==> src/rtl/vga_timing_pkg.sv <==
// Shared VGA timing definitions.
// Holds the 640x480@60 axis constants, sync polarity constants, the
// timing field bundle carried between the timer and its decoder, and a
// helper that sums a field bundle into a period length.
// The struct fields are sized for the widest supported axis
// (TIMING_MAX_W). Narrower axes zero-extend into it, and synthesis prunes
// the constant-zero upper bits.
package vga_timing_pkg;

    localparam int TIMING_MAX_W = 16;
    // Two extra bits so that four maximal fields can be summed without overflow.
    localparam int TOTAL_W      = TIMING_MAX_W + 2;

    // 640x480@60 horizontal timing, in pixel ticks.
    localparam int H_ACTIVE = 640;
    localparam int H_FP     = 16;
    localparam int H_SYNC   = 96;
    localparam int H_BP     = 48;

    // 640x480@60 vertical timing, in lines.
    localparam int V_ACTIVE = 480;
    localparam int V_FP     = 10;
    localparam int V_SYNC   = 2;
    localparam int V_BP     = 33;

    localparam bit SYNC_ACTIVE_LOW  = 1'b0;
    localparam bit SYNC_ACTIVE_HIGH = 1'b1;

    typedef struct packed {
        logic [TIMING_MAX_W-1:0] active;
        logic [TIMING_MAX_W-1:0] fp;
        logic [TIMING_MAX_W-1:0] sync;
        logic [TIMING_MAX_W-1:0] bp;
    } timing_fields_t;

    // Period length T = active + fp + sync + bp, computed without overflow.
    function automatic logic [TOTAL_W-1:0] timing_total(input timing_fields_t f);
        return TOTAL_W'(f.active) + TOTAL_W'(f.fp) + TOTAL_W'(f.sync) + TOTAL_W'(f.bp);
    endfunction

endpackage

==> src/rtl/vga_axis_timer_if.sv <==
// Signal bundle for one VGA axis timer.
// master: the block driving the advance tick and the config strobe
//         (a testbench, a register block, or the upstream axis).
// slave:  the timer itself.
// cfg_load is a single-cycle strobe with no back-pressure. A valid load is
// always accepted into the pending set, and an invalid one is answered by
// a one-cycle cfg_err pulse.
//   tick                               advance enable
//   cfg_load, cfg_active/fp/sync/bp    config strobe and new fields
//   sync, video_on, pos                registered timing outputs
//   last                               combinational wrap indicator (chain input)
//   cfg_pending, cfg_err               config status
interface vga_axis_timer_if #(
    parameter int WIDTH = 10
);
    logic             tick;
    logic             cfg_load;
    logic [WIDTH-1:0] cfg_active;
    logic [WIDTH-1:0] cfg_fp;
    logic [WIDTH-1:0] cfg_sync;
    logic [WIDTH-1:0] cfg_bp;
    logic             sync;
    logic             video_on;
    logic [WIDTH-1:0] pos;
    logic             last;
    logic             cfg_pending;
    logic             cfg_err;

    modport master (
        output tick, cfg_load, cfg_active, cfg_fp, cfg_sync, cfg_bp,
        input  sync, video_on, pos, last, cfg_pending, cfg_err
    );

    modport slave (
        input  tick, cfg_load, cfg_active, cfg_fp, cfg_sync, cfg_bp,
        output sync, video_on, pos, last, cfg_pending, cfg_err
    );
endinterface

==> src/rtl/vga_axis_decode.sv <==
// Combinational region decode for one VGA axis.
// Maps a counter value and a timing field set to sync / video_on / pos.
// The timer feeds it the *next* count and *next* active set, so the
// registered outputs line up with the count they describe.
//   count    in  WIDTH      position in the period
//   fields   in  struct     active/fp/sync/bp of the governing set
//   sync     out 1          sync level, polarity set by SYNC_POL
//   video_on out 1          count inside the active region
//   pos      out WIDTH      count inside the active region, else 0
module vga_axis_decode
    import vga_timing_pkg::*;
#(
    parameter int WIDTH    = 10,
    parameter bit SYNC_POL = SYNC_ACTIVE_LOW
) (
    input  logic [WIDTH-1:0] count,
    input  timing_fields_t   fields,
    output logic             sync,
    output logic             video_on,
    output logic [WIDTH-1:0] pos
);

    logic [TOTAL_W-1:0] k;
    logic [TOTAL_W-1:0] active_end;
    logic [TOTAL_W-1:0] sync_start;
    logic [TOTAL_W-1:0] sync_end;
    logic               in_active;
    logic               in_sync;

    always_comb begin
        k          = TOTAL_W'(count);
        active_end = TOTAL_W'(fields.active);
        sync_start = active_end + TOTAL_W'(fields.fp);
        // The sync region ends where the back porch begins, B ticks before the wrap.
        sync_end   = timing_total(fields) - TOTAL_W'(fields.bp);
        in_active  = (k < active_end);
        in_sync    = (k >= sync_start) && (k < sync_end);
        video_on   = in_active;
        pos        = in_active ? count : '0;
        sync       = in_sync ? SYNC_POL : ~SYNC_POL;
    end

endmodule

==> src/rtl/vga_axis_timer.sv <==
// Run-time reconfigurable timing generator for one VGA axis.
// A period is active, front porch, sync, back porch. The counter advances on
// bus.tick. Chain a vertical instance to a horizontal one by driving its
// tick with (pixel_tick & h.last).
// New timing fields are staged in a pending set and swap in only on a wrap,
// so a mode change never tears a line or frame.
//   clk    in  1        clock
//   reset  in  1        synchronous, active-high
//   bus    slave        tick, cfg_* in; sync, video_on, pos, last,
//                       cfg_pending, cfg_err out
module vga_axis_timer
    import vga_timing_pkg::*;
#(
    parameter int WIDTH    = 10,
    parameter int ACTIVE   = 480,
    parameter int FP       = 10,
    parameter int SYNC     = 2,
    parameter int BP       = 33,
    parameter bit SYNC_POL = SYNC_ACTIVE_LOW
) (
    input logic              clk,
    input logic              reset,
    vga_axis_timer_if.slave  bus
);

    if (WIDTH < 1 || WIDTH > TIMING_MAX_W || ACTIVE < 1 || FP < 1 || SYNC < 1 || BP < 1 ||
        (ACTIVE + FP + SYNC + BP) > (1 << WIDTH)) begin : g_bad_params
        $error("vga_axis_timer: illegal timing parameters");
    end

    localparam timing_fields_t DEFAULT_SET = '{
        active: TIMING_MAX_W'(ACTIVE),
        fp:     TIMING_MAX_W'(FP),
        sync:   TIMING_MAX_W'(SYNC),
        bp:     TIMING_MAX_W'(BP)
    };
    localparam logic [TOTAL_W-1:0] MAX_TOTAL = TOTAL_W'(1) << WIDTH;

    logic [WIDTH-1:0] count;
    logic [WIDTH-1:0] count_next;
    timing_fields_t   active_set;
    timing_fields_t   active_set_next;
    timing_fields_t   pending_set;
    logic             pending_q;
    timing_fields_t   cfg_fields;
    logic             cfg_valid;
    logic             wrap;

    logic             sync_q;
    logic             video_on_q;
    logic [WIDTH-1:0] pos_q;
    logic             cfg_err_q;
    logic             sync_d;
    logic             video_on_d;
    logic [WIDTH-1:0] pos_d;

    always_comb begin
        cfg_fields = '{
            active: TIMING_MAX_W'(bus.cfg_active),
            fp:     TIMING_MAX_W'(bus.cfg_fp),
            sync:   TIMING_MAX_W'(bus.cfg_sync),
            bp:     TIMING_MAX_W'(bus.cfg_bp)
        };
        cfg_valid = (bus.cfg_active != '0) && (bus.cfg_fp != '0) &&
                    (bus.cfg_sync != '0) && (bus.cfg_bp != '0) &&
                    (timing_total(cfg_fields) <= MAX_TOTAL);
    end

    always_comb begin
        wrap = bus.tick &&
               (TOTAL_W'(count) == (timing_total(active_set) - TOTAL_W'(1)));
        if (wrap) begin
            count_next = '0;
        end else if (bus.tick) begin
            count_next = count + WIDTH'(1);
        end else begin
            count_next = count;
        end
        // The pending set takes over exactly at count 0 of the new period.
        active_set_next = (wrap && pending_q) ? pending_set : active_set;
    end

    // The outputs register the decode of the next count under the next set,
    // so in any cycle they describe the current count.
    vga_axis_decode #(
        .WIDTH    (WIDTH),
        .SYNC_POL (SYNC_POL)
    ) u_decode (
        .count    (count_next),
        .fields   (active_set_next),
        .sync     (sync_d),
        .video_on (video_on_d),
        .pos      (pos_d)
    );

    always_ff @(posedge clk) begin
        if (reset) begin
            count      <= '0;
            active_set <= DEFAULT_SET;
            sync_q     <= ~SYNC_POL;
            video_on_q <= 1'b1;
            pos_q      <= '0;
        end else begin
            count      <= count_next;
            active_set <= active_set_next;
            sync_q     <= sync_d;
            video_on_q <= video_on_d;
            pos_q      <= pos_d;
        end
    end

    // A load coinciding with a wrap lands in pending after the current
    // pending set (if any) has swapped in, so it waits for the next wrap.
    always_ff @(posedge clk) begin
        if (reset) begin
            pending_set <= DEFAULT_SET;
            pending_q   <= 1'b0;
            cfg_err_q   <= 1'b0;
        end else begin
            cfg_err_q <= bus.cfg_load && !cfg_valid;
            if (bus.cfg_load && cfg_valid) begin
                pending_set <= cfg_fields;
                pending_q   <= 1'b1;
            end else if (wrap) begin
                pending_q <= 1'b0;
            end
        end
    end

    assign bus.sync        = sync_q;
    assign bus.video_on    = video_on_q;
    assign bus.pos         = pos_q;
    assign bus.last        = wrap;
    assign bus.cfg_pending = pending_q;
    assign bus.cfg_err     = cfg_err_q;

endmodule

==> src/flat_wrapper.sv <==
// flat-port wrapper written by rule: the top's interface ports become plain ports
module vga_axis_timer_flat import vga_timing_pkg::*;
#(
    parameter int WIDTH    = 10,
    parameter int ACTIVE   = 480,
    parameter int FP       = 10,
    parameter int SYNC     = 2,
    parameter int BP       = 33,
    parameter bit SYNC_POL = SYNC_ACTIVE_LOW
)
  (clk, reset, bus_tick, bus_cfg_load, bus_cfg_active, bus_cfg_fp, bus_cfg_sync, bus_cfg_bp, bus_sync, bus_video_on, bus_pos, bus_last, bus_cfg_pending, bus_cfg_err);
  vga_axis_timer_if #(.WIDTH(WIDTH)) bus_i ();
  input logic clk;
  input logic reset;
  input wire logic [$bits(bus_i.tick)-1:0] bus_tick;
  input wire logic [$bits(bus_i.cfg_load)-1:0] bus_cfg_load;
  input wire logic [$bits(bus_i.cfg_active)-1:0] bus_cfg_active;
  input wire logic [$bits(bus_i.cfg_fp)-1:0] bus_cfg_fp;
  input wire logic [$bits(bus_i.cfg_sync)-1:0] bus_cfg_sync;
  input wire logic [$bits(bus_i.cfg_bp)-1:0] bus_cfg_bp;
  output wire logic [$bits(bus_i.sync)-1:0] bus_sync;
  output wire logic [$bits(bus_i.video_on)-1:0] bus_video_on;
  output wire logic [$bits(bus_i.pos)-1:0] bus_pos;
  output wire logic [$bits(bus_i.last)-1:0] bus_last;
  output wire logic [$bits(bus_i.cfg_pending)-1:0] bus_cfg_pending;
  output wire logic [$bits(bus_i.cfg_err)-1:0] bus_cfg_err;
  assign bus_i.tick = bus_tick;
  assign bus_i.cfg_load = bus_cfg_load;
  assign bus_i.cfg_active = bus_cfg_active;
  assign bus_i.cfg_fp = bus_cfg_fp;
  assign bus_i.cfg_sync = bus_cfg_sync;
  assign bus_i.cfg_bp = bus_cfg_bp;
  assign bus_sync = bus_i.sync;
  assign bus_video_on = bus_i.video_on;
  assign bus_pos = bus_i.pos;
  assign bus_last = bus_i.last;
  assign bus_cfg_pending = bus_i.cfg_pending;
  assign bus_cfg_err = bus_i.cfg_err;
  vga_axis_timer #(.WIDTH(WIDTH), .ACTIVE(ACTIVE), .FP(FP), .SYNC(SYNC), .BP(BP), .SYNC_POL(SYNC_POL)) u_core (.clk(clk), .reset(reset), .bus(bus_i));
endmodule
==> config.mk <==
export PLATFORM = sky130hd
export DESIGN_NAME = vga_axis_timer_flat
export DESIGN_NICKNAME = d
export VERILOG_FILES = /design/src/rtl/vga_timing_pkg.sv /design/src/rtl/vga_axis_timer_if.sv /design/src/rtl/vga_axis_decode.sv /design/src/rtl/vga_axis_timer.sv /design/src/flat_wrapper.sv
export SDC_FILE = /design/constraint.sdc
export NUM_CORES = 1
export LEC_CHECK = 0
export CORE_MARGIN = 3
export CORE_UTILIZATION = 56
export DETAILED_ROUTE_END_ITERATION = 8
export GPL_TIMING_DRIVEN = 0
export PLACE_DENSITY = 0.78
export SLEW_MARGIN = 20
export SYNTH_ARGS = -nofsm -noshare
export SYNTH_HDL_FRONTEND = slang
export SYNTH_HIERARCHICAL = 1
export SYNTH_SLANG_ARGS = --single-unit
==> constraint.sdc <==
create_clock -name clk -period 8 [get_ports clk]
set_input_delay 2.4 -clock clk [delete_from_list [all_inputs] [get_ports clk]]
set_output_delay 2.4 -clock clk [all_outputs]
set_load 0.1 [all_outputs]
# Word level (Yosys, flattened, before mapping)
# Cells that the tools add are included.
dict set report word_totals {
  ff_bits 128
  wordCells 54
  out_inout_bits 15
  inputBits 44
}
dict set report op_classes {
  reduce_logical 16
  bitwise 1
  magnitude_cmp 4
  mux 6
  n_addsub 12
  eq_ne 1
}
# op count
set ops {}
lappend ops {{adder 18 x 16 -> 18 bit} 4}
lappend ops {{two-way mux 64 bit} 1}
lappend ops {{nonzero test 10 bit} 4}
lappend ops {{adder 18 x 10 -> 18 bit} 2}
lappend ops {{adder 16 x 16 -> 17 bit} 2}
lappend ops {{two-way mux 10 bit} 2}
lappend ops {{equality test 10 x 18 -> 1 bit} 1}
lappend ops {{greater-or-equal comparator 10 x 18 -> 1 bit} 1}
lappend ops {{less-or-equal comparator 18 x 11 -> 1 bit, second input constant} 1}
lappend ops {{< comparator 10 x 18 -> 1 bit} 1}
lappend ops {{subtractor 18 x 1 -> 18 bit, second input constant} 1}
lappend ops {{subtractor 18 x 16 -> 18 bit} 1}
lappend ops {{< comparator 10 x 16 -> 1 bit} 1}
lappend ops {{adder 10 x 10 -> 11 bit} 1}
lappend ops {{adder 10 x 1 -> 10 bit, second input constant} 1}
lappend ops {{logical AND 1 bit} 9}
lappend ops {{two-way mux 1 bit} 3}
lappend ops {{nonzero test 2 bit} 1}
lappend ops {{OR reduction 2 bit} 1}
lappend ops {{logical NOT 1 bit} 1}
lappend ops {{inverter 1 bit} 1}

# Depth between registers and ports, before layout
# Gate-level depths: netlist of run 1.
dict set report depth {
  ltp_word 15
  depth_mapped 44
}

# Cells and area by module
# Netlist of run 1, hierarchy kept.
# mod seq_area_each_um2 area_per_inst_um2 cells_per_inst instances
set by_module_without_submodules {}
lappend by_module_without_submodules {vga_axis_timer 2562.5 8520.7 904 1}
lappend by_module_without_submodules {vga_axis_decode 0.0 2805.2 362 1}

# Worst setup path before layout of run 1
# Ideal clock, no wire load.
dict set report synth_path {
  path_kind {flip-flop to flip-flop}
  from {reg u_core/active_set[1] (netlist bit)}
  to {reg u_core.sync_q, in the netlist u_core/bus.sync}
  path_stages_with_launch 44
  setup_time_ns 0.057
  path_slack_ns -0.554
  arrival_ns 8.497
  required_ns 7.943
  path_cell_list {dfxtp_1 -> inv_1 -> ha_1 -> inv_1 -> fa_1 -> inv_1 -> fa_1 -> inv_1 -> ha_1 -> inv_1 -> fa_1 -> nand2b_1 -> a211oi_1 -> o211ai_1 -> o21ai_0 -> mux2i_1 -> o2111a_2 -> nand3_1 -> [... 8 more ...] -> o22ai_1 -> nor2_1 -> xnor2_1 -> fa_1 -> ha_1 -> and3_1 -> a221oi_2 -> o21bai_1 -> xnor2_1 -> ha_1 -> o21a_1 -> o221ai_1 -> a311oi_1 -> nand2_1 -> nor4_2 -> nand4_1 -> o2111ai_1 -> or2_2}
}
# element line_no
set synth_rtl {}
lappend synth_rtl {{start, declared} vga_axis_timer.sv:41} ;# timing_fields_t active_set;
lappend synth_rtl {{start signal, assigned} vga_axis_timer.sv:105} ;# active_set <= active_set_next;
lappend synth_rtl {{end signal, assigned} vga_axis_timer.sv:100} ;# sync_q <= ~SYNC_POL;
lappend synth_rtl {{end signal, assigned} vga_axis_timer.sv:106} ;# sync_q <= sync_d;
lappend synth_rtl {{end, declared} vga_axis_timer.sv:49} ;# logic sync_q;

==> results.md, run 1 <==
- Die width: 147 um
- Total power: 1840 uW
- Top-level port count: 59
- GRT Util Overall: 0.287
- Status: finished with violations
- Clk root buf: clkbuf_16
- Max-slew headroom: 0.347
- Clock Skew: 6.90 ps
- Hold Vio Cnt, Final: 0
- Top fanout value on the critical path: 6
- Area Overhead vs Synth: 18.6%
- Clock Tree Buf Depth: 2
- Final Util: 0.691
- Post-Synthesis Cells: 1251
- Lkg Pwr: 0.00593 uW
- Nets: 1582
- Setup slack after layout: -1130 ps
- Period minus WS final: around 9100 ps
- 1st-iter DRT viols: roughly 720
- Synthesized area: 11200 sq um
- GRT overflow: 0
- P per Cell Area: 139 nW/um^2
- Syn. warnings: 6
- Required time of the worst setup path: 8370 ps
- Failing checks: setup timing
- Syn_area_per_cell: between 8 and 9 sq um
- H-tree depth: 4
- GP Congestion: between 0.9 and 1
- Buf/Inv on CP: 9
- Max cap viols: 0
- Final Cell Area: 13200 sq um
- WL final: 31.4 mm
- Fraction of layout cells with a size suffix above 1: 0.135
- Core ar.: 19100 sq um
- Die Ht: 147 um
- Setup repair after global routing missed its margin: yes
- Final setup TNS: -1130 ps
- Hold-fix buffer count after cts: 0
- Crit path DAT: between 9000 and 10000 ps
- Critical path endpoint category: flip-flop
- Clock Latency Late Sink: 430 ps
- Top delay family on crit path: adder cells
- Tcrit/Tclk final: 1.14
- Placed instance area: 12100 sq um
- Worst setup SP type: flip-flop
- Hold crit path type: reg2reg
- Avg WL per Cell: 19.2 um
- Post-Syn Nets: about 1500
- Worst-path clk slew: 60 ps
- Post-DRT Antenna Nets: 0
- Row count: 50
- Max VDD drop: 0.155 mV
- Clock tree from TritonCTS: yes
- Peak Freq: 110 MHz
- Die area: 21600 sq um
- Path type of the worst setup path: reg2reg
- Max Transition Viols Final: 0
- Antenna cell count: 0
- Remaining DRCs: 0
- Place WS: -2240 ps
- Via Count: 9799
- TritonCTS Buffers: 17
- Most frequent CP cell: inv_2
- Initial core utilization: 0.583
- Worst Tran Pin Value: ~980 ps
- I/O Buffers: 57
- Setup-failing EPs final: 1
- DR vias/cell: 6.00
- HPWL after DPL: ~24 mm
- Largest net degree at the start of global routing: 17
- CP peak stage delay: 560 ps
- Initial antenna violation count: 0
- Vias in the first global route: 9771
- Critical path's slowest cell: fa_2
- Drt first pass iters: 5
- Global-route wire length before repair: 49.6 mm
- CTS Sinks: 128
-- repair_timing --
| action | CTS | global route |
|---|---|---|
| hold endpoints to repair | 0 | 0 |
| pin swaps | 40 | 0 |
| cloned | 0 | 0 |
| buffers inserted | 33 | 1 |
| setup endpoints to repair | 2 | 12 |
| resized for setup | 49 | 14 |
-- stage by stage --
step / std cells / hold slack, ps
3_5_place_dp: 1568 / 446
5_1_grt: 1633 / 475
2_1_floorplan: 1251 / 430
6_report: 1633 / 456
4_1_cts: 1632 / 463
3_3_place_gp: 1568 / 443
-- flip-flops by register name, indices dropped and copies added (netlist names) --
name,count
u_core/bus.cfg_err,1
u_core/count,10
u_core/active_set,64
u_core/bus.cfg_pending,1
u_core/bus.sync,1
u_core/bus.video_on,1
u_core/pending_set,40
u_core/bus.pos,10
-- layer usage --
layer	vias up	GRT usage	share of wire
met1	4756	0.371	0.41
met3	72	0.0571	0.082
met5	-	0	0
met4	0	0.107	0.029
met2	419	0.479	0.48
li1	4552	-	-
-- final cells by class --
| class | count | area (sq um) |
|---|---|---|
| Multi-Input combinational cell | 894 | 7950 |
| Sequential cell | 128 | 2570 |
| Fill cell | 1512 | 5920 |
| Clock inverter | 13 | 138 |
| Tap cell | 260 | 325 |
| Timing Repair Buffer | 91 | 848 |
| Clock buffer | 18 | 439 |
| Inverter | 173 | 649 |
| Buffer | 56 | 314 |
-- cell usage in the layout, fill, tap and decap left out, drive strengths merged, types with 5 or more instances in the layout --
| master | count |
|---|---|
| a211oi | 8 |
| a21o | 21 |
| a21oi | 39 |
| a31o | 33 |
| a31oi | 21 |
| and2 | 46 |
| and3 | 10 |
| buf | 52 |
| clkbuf | 56 |
| clkdlybuf4s50 | 56 |
| clkinv | 7 |
| dfxtp | 128 |
| fa | 68 |
| ha | 109 |
| inv | 174 |
| mux2 | 33 |
| mux2i | 54 |
| nand2 | 93 |
| nand2b | 7 |
| nand3 | 13 |
| nand4 | 16 |
| nor2 | 61 |
| nor2b | 16 |
| nor3 | 27 |
| nor4 | 45 |
| o2111ai | 9 |
| o21a | 10 |
| o21ai | 29 |
| o21bai | 9 |
| or2 | 5 |
| xnor2 | 29 |
| xor2 | 25 |
-- path summary, 6_finish.rpt --
kind / from / end / slack [ps] / depth (start not counted)
min reg2reg: u_core/active_set[15] / u_core/active_set[15] / 460 / 1
min: u_core/active_set[15] / u_core/active_set[15] / 460 / 1
max: u_core/active_set[1] / u_core/bus.sync / -1130 / 43
max reg2reg: u_core/active_set[1] / u_core/bus.sync / -1130 / 43
-- report_power, final --
part | internal (uW) | switching, uW
Sequential | 671 | 20.4
Clock | 465 | 312
Combinational | 151 | 223
Total | 1290 | 556
No activity file was read; power rests on OpenSTA's default activity.
==> run 2: changes to the inputs <==
--- a/config.mk
+++ b/config.mk
@@ -6,10 +6,10 @@
 export NUM_CORES = 1
 export LEC_CHECK = 0
 export CORE_MARGIN = 3
-export CORE_UTILIZATION = 56
+export CORE_UTILIZATION = 45
 export DETAILED_ROUTE_END_ITERATION = 8
 export GPL_TIMING_DRIVEN = 0
-export PLACE_DENSITY = 0.78
+export PLACE_DENSITY = 0.65
 export SLEW_MARGIN = 20
 export SYNTH_ARGS = -nofsm -noshare
 export SYNTH_HDL_FRONTEND = slang
==> run 2 against run 1 <==
Net effect:
- the run still ends with setup timing left
- non-clock buffer count rose by 7
- critical endpoint unchanged
- combinational power about the same
- setup slack better by 210 ps
- wire length fell by 2.3%
- critical path type unchanged
- die area up 23%
- final cell count up 4.0%
==> results.md, run 2 (same netlist as run 1, synthesis figures left out) <==
- Worst Tran Pin Value: 973 ps (was 976 ps)
- Row count: 56 (was 50)
- Clock Tree Buf Depth: 2 (unchanged)
- Clock Skew: 9.46 ps (was 6.90 ps)
- Core ar.: 23900 sq um (was 19100 sq um)
- R2R depth: 43 (unchanged)
- Top fanout value on the critical path: 6 (unchanged)
- Via Count: 9519 (was 9799)
- GP Congestion: 0.905 (was 0.947)
- HPWL after DPL: 24.1 mm (was 23.8 mm)
- Avg WL per Cell: 18.1 um (was 19.2 um)
- Peak Freq: 112 MHz (was 110 MHz)
- Clock tree from TritonCTS: yes (unchanged)
- Critical Path Source: u_core/active_set[1] (unchanged)
- Clk root buf: clkbuf_16 (unchanged)
- CTS Sinks: 128 (unchanged)
- Critical path's slowest cell: fa_2 (unchanged)
- Hold-fix buffer count after cts: 0 (unchanged)
- Tcrit/Tclk final: 1.12 (was 1.14)
- Clock Latency Late Sink: 420 ps (was 430 ps)
- Max cap viols: 0 (unchanged)
- Hold Vio Cnt, Final: 0 (unchanged)
- Setup slack after layout: -920 ps (was -1130 ps)
- R2r setup slk: -920 ps (was -1130 ps)
- Max Transition Viols Final: 0 (unchanged)
- I/O Buffers: 57 (unchanged)
- Hold crit path type: reg2reg (unchanged)
- Commonest non-fill, non-tap cells in the layout: inv_1, dfxtp_1, ha_1, nand2_1, fa_1 (unchanged)
- Setup repair after global routing missed its margin: yes (unchanged)
- Drt first pass iters: 7 (was 5)
- H-tree depth: 4 (unchanged)
- GRT overflow: 0 (unchanged)
- Setup crit end: u_core/bus.sync (unchanged)
- DR vias/cell: 5.61 (was 6.00)
- Most frequent CP cell: inv_1 (was inv_2)
- Fraction of layout cells with a size suffix above 1: 0.151 (was 0.135)
- Global-route wire length before repair: 49.5 mm (was 49.6 mm)
- Placed instance area: 12200 sq um (was 12100 sq um)
- Worst setup SP type: flip-flop (unchanged)
- Worst-path clk slew: 60 ps (about the same)
- GRT Util Overall: 0.236 (was 0.287)
- Antenna cell count: 0 (unchanged)
- Period minus WS final: 8920 ps (was 9130 ps)
- Critical path endpoint category: flip-flop (unchanged)
- P per Cell Area: 142 nW/um^2 (was 139 nW/um^2)
- Top-level port count: 59 (unchanged)
- Status: finished with violations (unchanged)
- Remaining DRCs: 0 (unchanged)
- Die area: 26700 sq um (was 21600 sq um)
- Max VDD drop: 0.114 mV (was 0.155 mV)
- CP peak stage delay: 510 ps (was 560 ps)
- Biggest registers after layout: u_core/active_set (64), u_core/pending_set (40) (unchanged)
- Final Cell Area: 13500 sq um (was 13200 sq um)
- Largest net degree at the start of global routing: 17 (unchanged)
- WHS: 458 ps (was 456 ps)
- TritonCTS Buffers: 17 (unchanged)
- Crit path DAT: 9290 ps (was 9490 ps)
- Commonest non-fill, non-tap cell in the layout: inv_1 (unchanged)
- Nets: 1589 (was 1582)
- Die Ht: 163 um (was 147 um)
- Worst reg2reg path endpoint: u_core/bus.sync (unchanged)
- Required time of the worst setup path: 8370 ps (about the same)
- FF-to-FF Start: u_core/active_set[1] (unchanged)
- Die width: 163 um (was 147 um)
- Largest register FFs: 64 (unchanged)
- Post-DRT Antenna Nets: 0 (unchanged)
- 1st-iter DRT viols: 800 (was 715)
- Path type of the worst setup path: reg2reg (unchanged)
- Reg with most FFs: u_core/active_set (unchanged)
- Initial core utilization: 0.467 (was 0.583)
- Vias in the first global route: 9527 (was 9771)
- Failing checks: setup timing (unchanged)
- Max-slew headroom: 0.349 (was 0.347)
- Final setup TNS: -920 ps (was -1130 ps)
- Setup-failing EPs final: 1 (unchanged)
- Initial antenna violation count: 0 (unchanged)
- Area Overhead vs Synth: 21.2% (was 18.6%)
- WL final: 30.7 mm (was 31.4 mm)
- Final Util: 0.566 (was 0.691)
- Lkg Pwr: 0.00600 uW (was 0.00593 uW)
[run 2: through the flow]
stage	setup slack [ps]	power [uW]	std cells
CTS	-761	1930	1694
floorplan	-267	961	1251
global route	-1320	2000	1698
detailed placement	-2380	1070	1627
global placement	-2310	1070	1627
finish	-920	1920	1698
[run 2: worst min-delay path by stage]
stage | start | end | slack, ps | cells after the start
4_1_cts | u_core/active_set[30] | u_core/active_set[30] | 460 | 1
6_report | u_core/active_set[15] | u_core/active_set[15] | 460 | 1
2_1_floorplan | u_core/active_set[10] | u_core/active_set[10] | 430 | 1
5_1_grt | u_core/active_set[29] | u_core/active_set[29] | 470 | 1
3_3_place_gp | u_core/active_set[62] | u_core/active_set[62] | 440 | 1
3_5_place_dp | u_core/active_set[15] | u_core/active_set[15] | 440 | 1
[run 2: layout make-up]
type | count | area [sq um]
Fill cell | 2106 | 10400
Multi-Input combinational cell | 894 | 8060
Sequential cell | 128 | 2560
Timing Repair Buffer | 100 | 897
Inverter | 173 | 649
Clock buffer | 17 | 425
Tap cell | 319 | 399
Buffer | 54 | 308
Clock inverter | 13 | 213
[run 2: critical path: cells and delay by family (launching register included)]
| family | cells | cell delay (ps) |
|---|---|---|
| AO/OA/AOI/OAI | 10 | 2060 |
| multiplexers | 1 | 320 |
| adder cells (fa/ha/maj) | 9 | 3060 |
| XOR/XNOR | 2 | 280 |
| buffers and inverters | 9 | 690 |
| flip-flops | 1 | 330 |
| AND/OR/NAND/NOR | 12 | 2110 |
[run 2: power breakdown]
group,internal [uW],leakage (uW),total [uW],switching [uW]
Sequential,671,0.00104,691,20.1
Combinational,151,0.00466,374,223
Clock,551,0.000301,855,305
Total,1370,0.00600,1920,548
[run 2: routing by layer]
| metal | part of all wire | vias to the layer above | global-route usage |
|---|---|---|---|
| met5 | 0 | - | 0 |
| met3 | 0.054 | 44 | 0.0330 |
| met1 | 0.44 | 4632 | 0.311 |
| li1 | - | 4572 | - |
| met2 | 0.48 | 271 | 0.409 |
| met4 | 0.021 | 0 | 0.0604 |
[run 2: repair_timing]
item / in CTS / in global routing
setup endpoints to repair: 2 / 2
resized for setup: 48 / 38
setup buffers: 37 / 6
pin swaps: 42 / 34
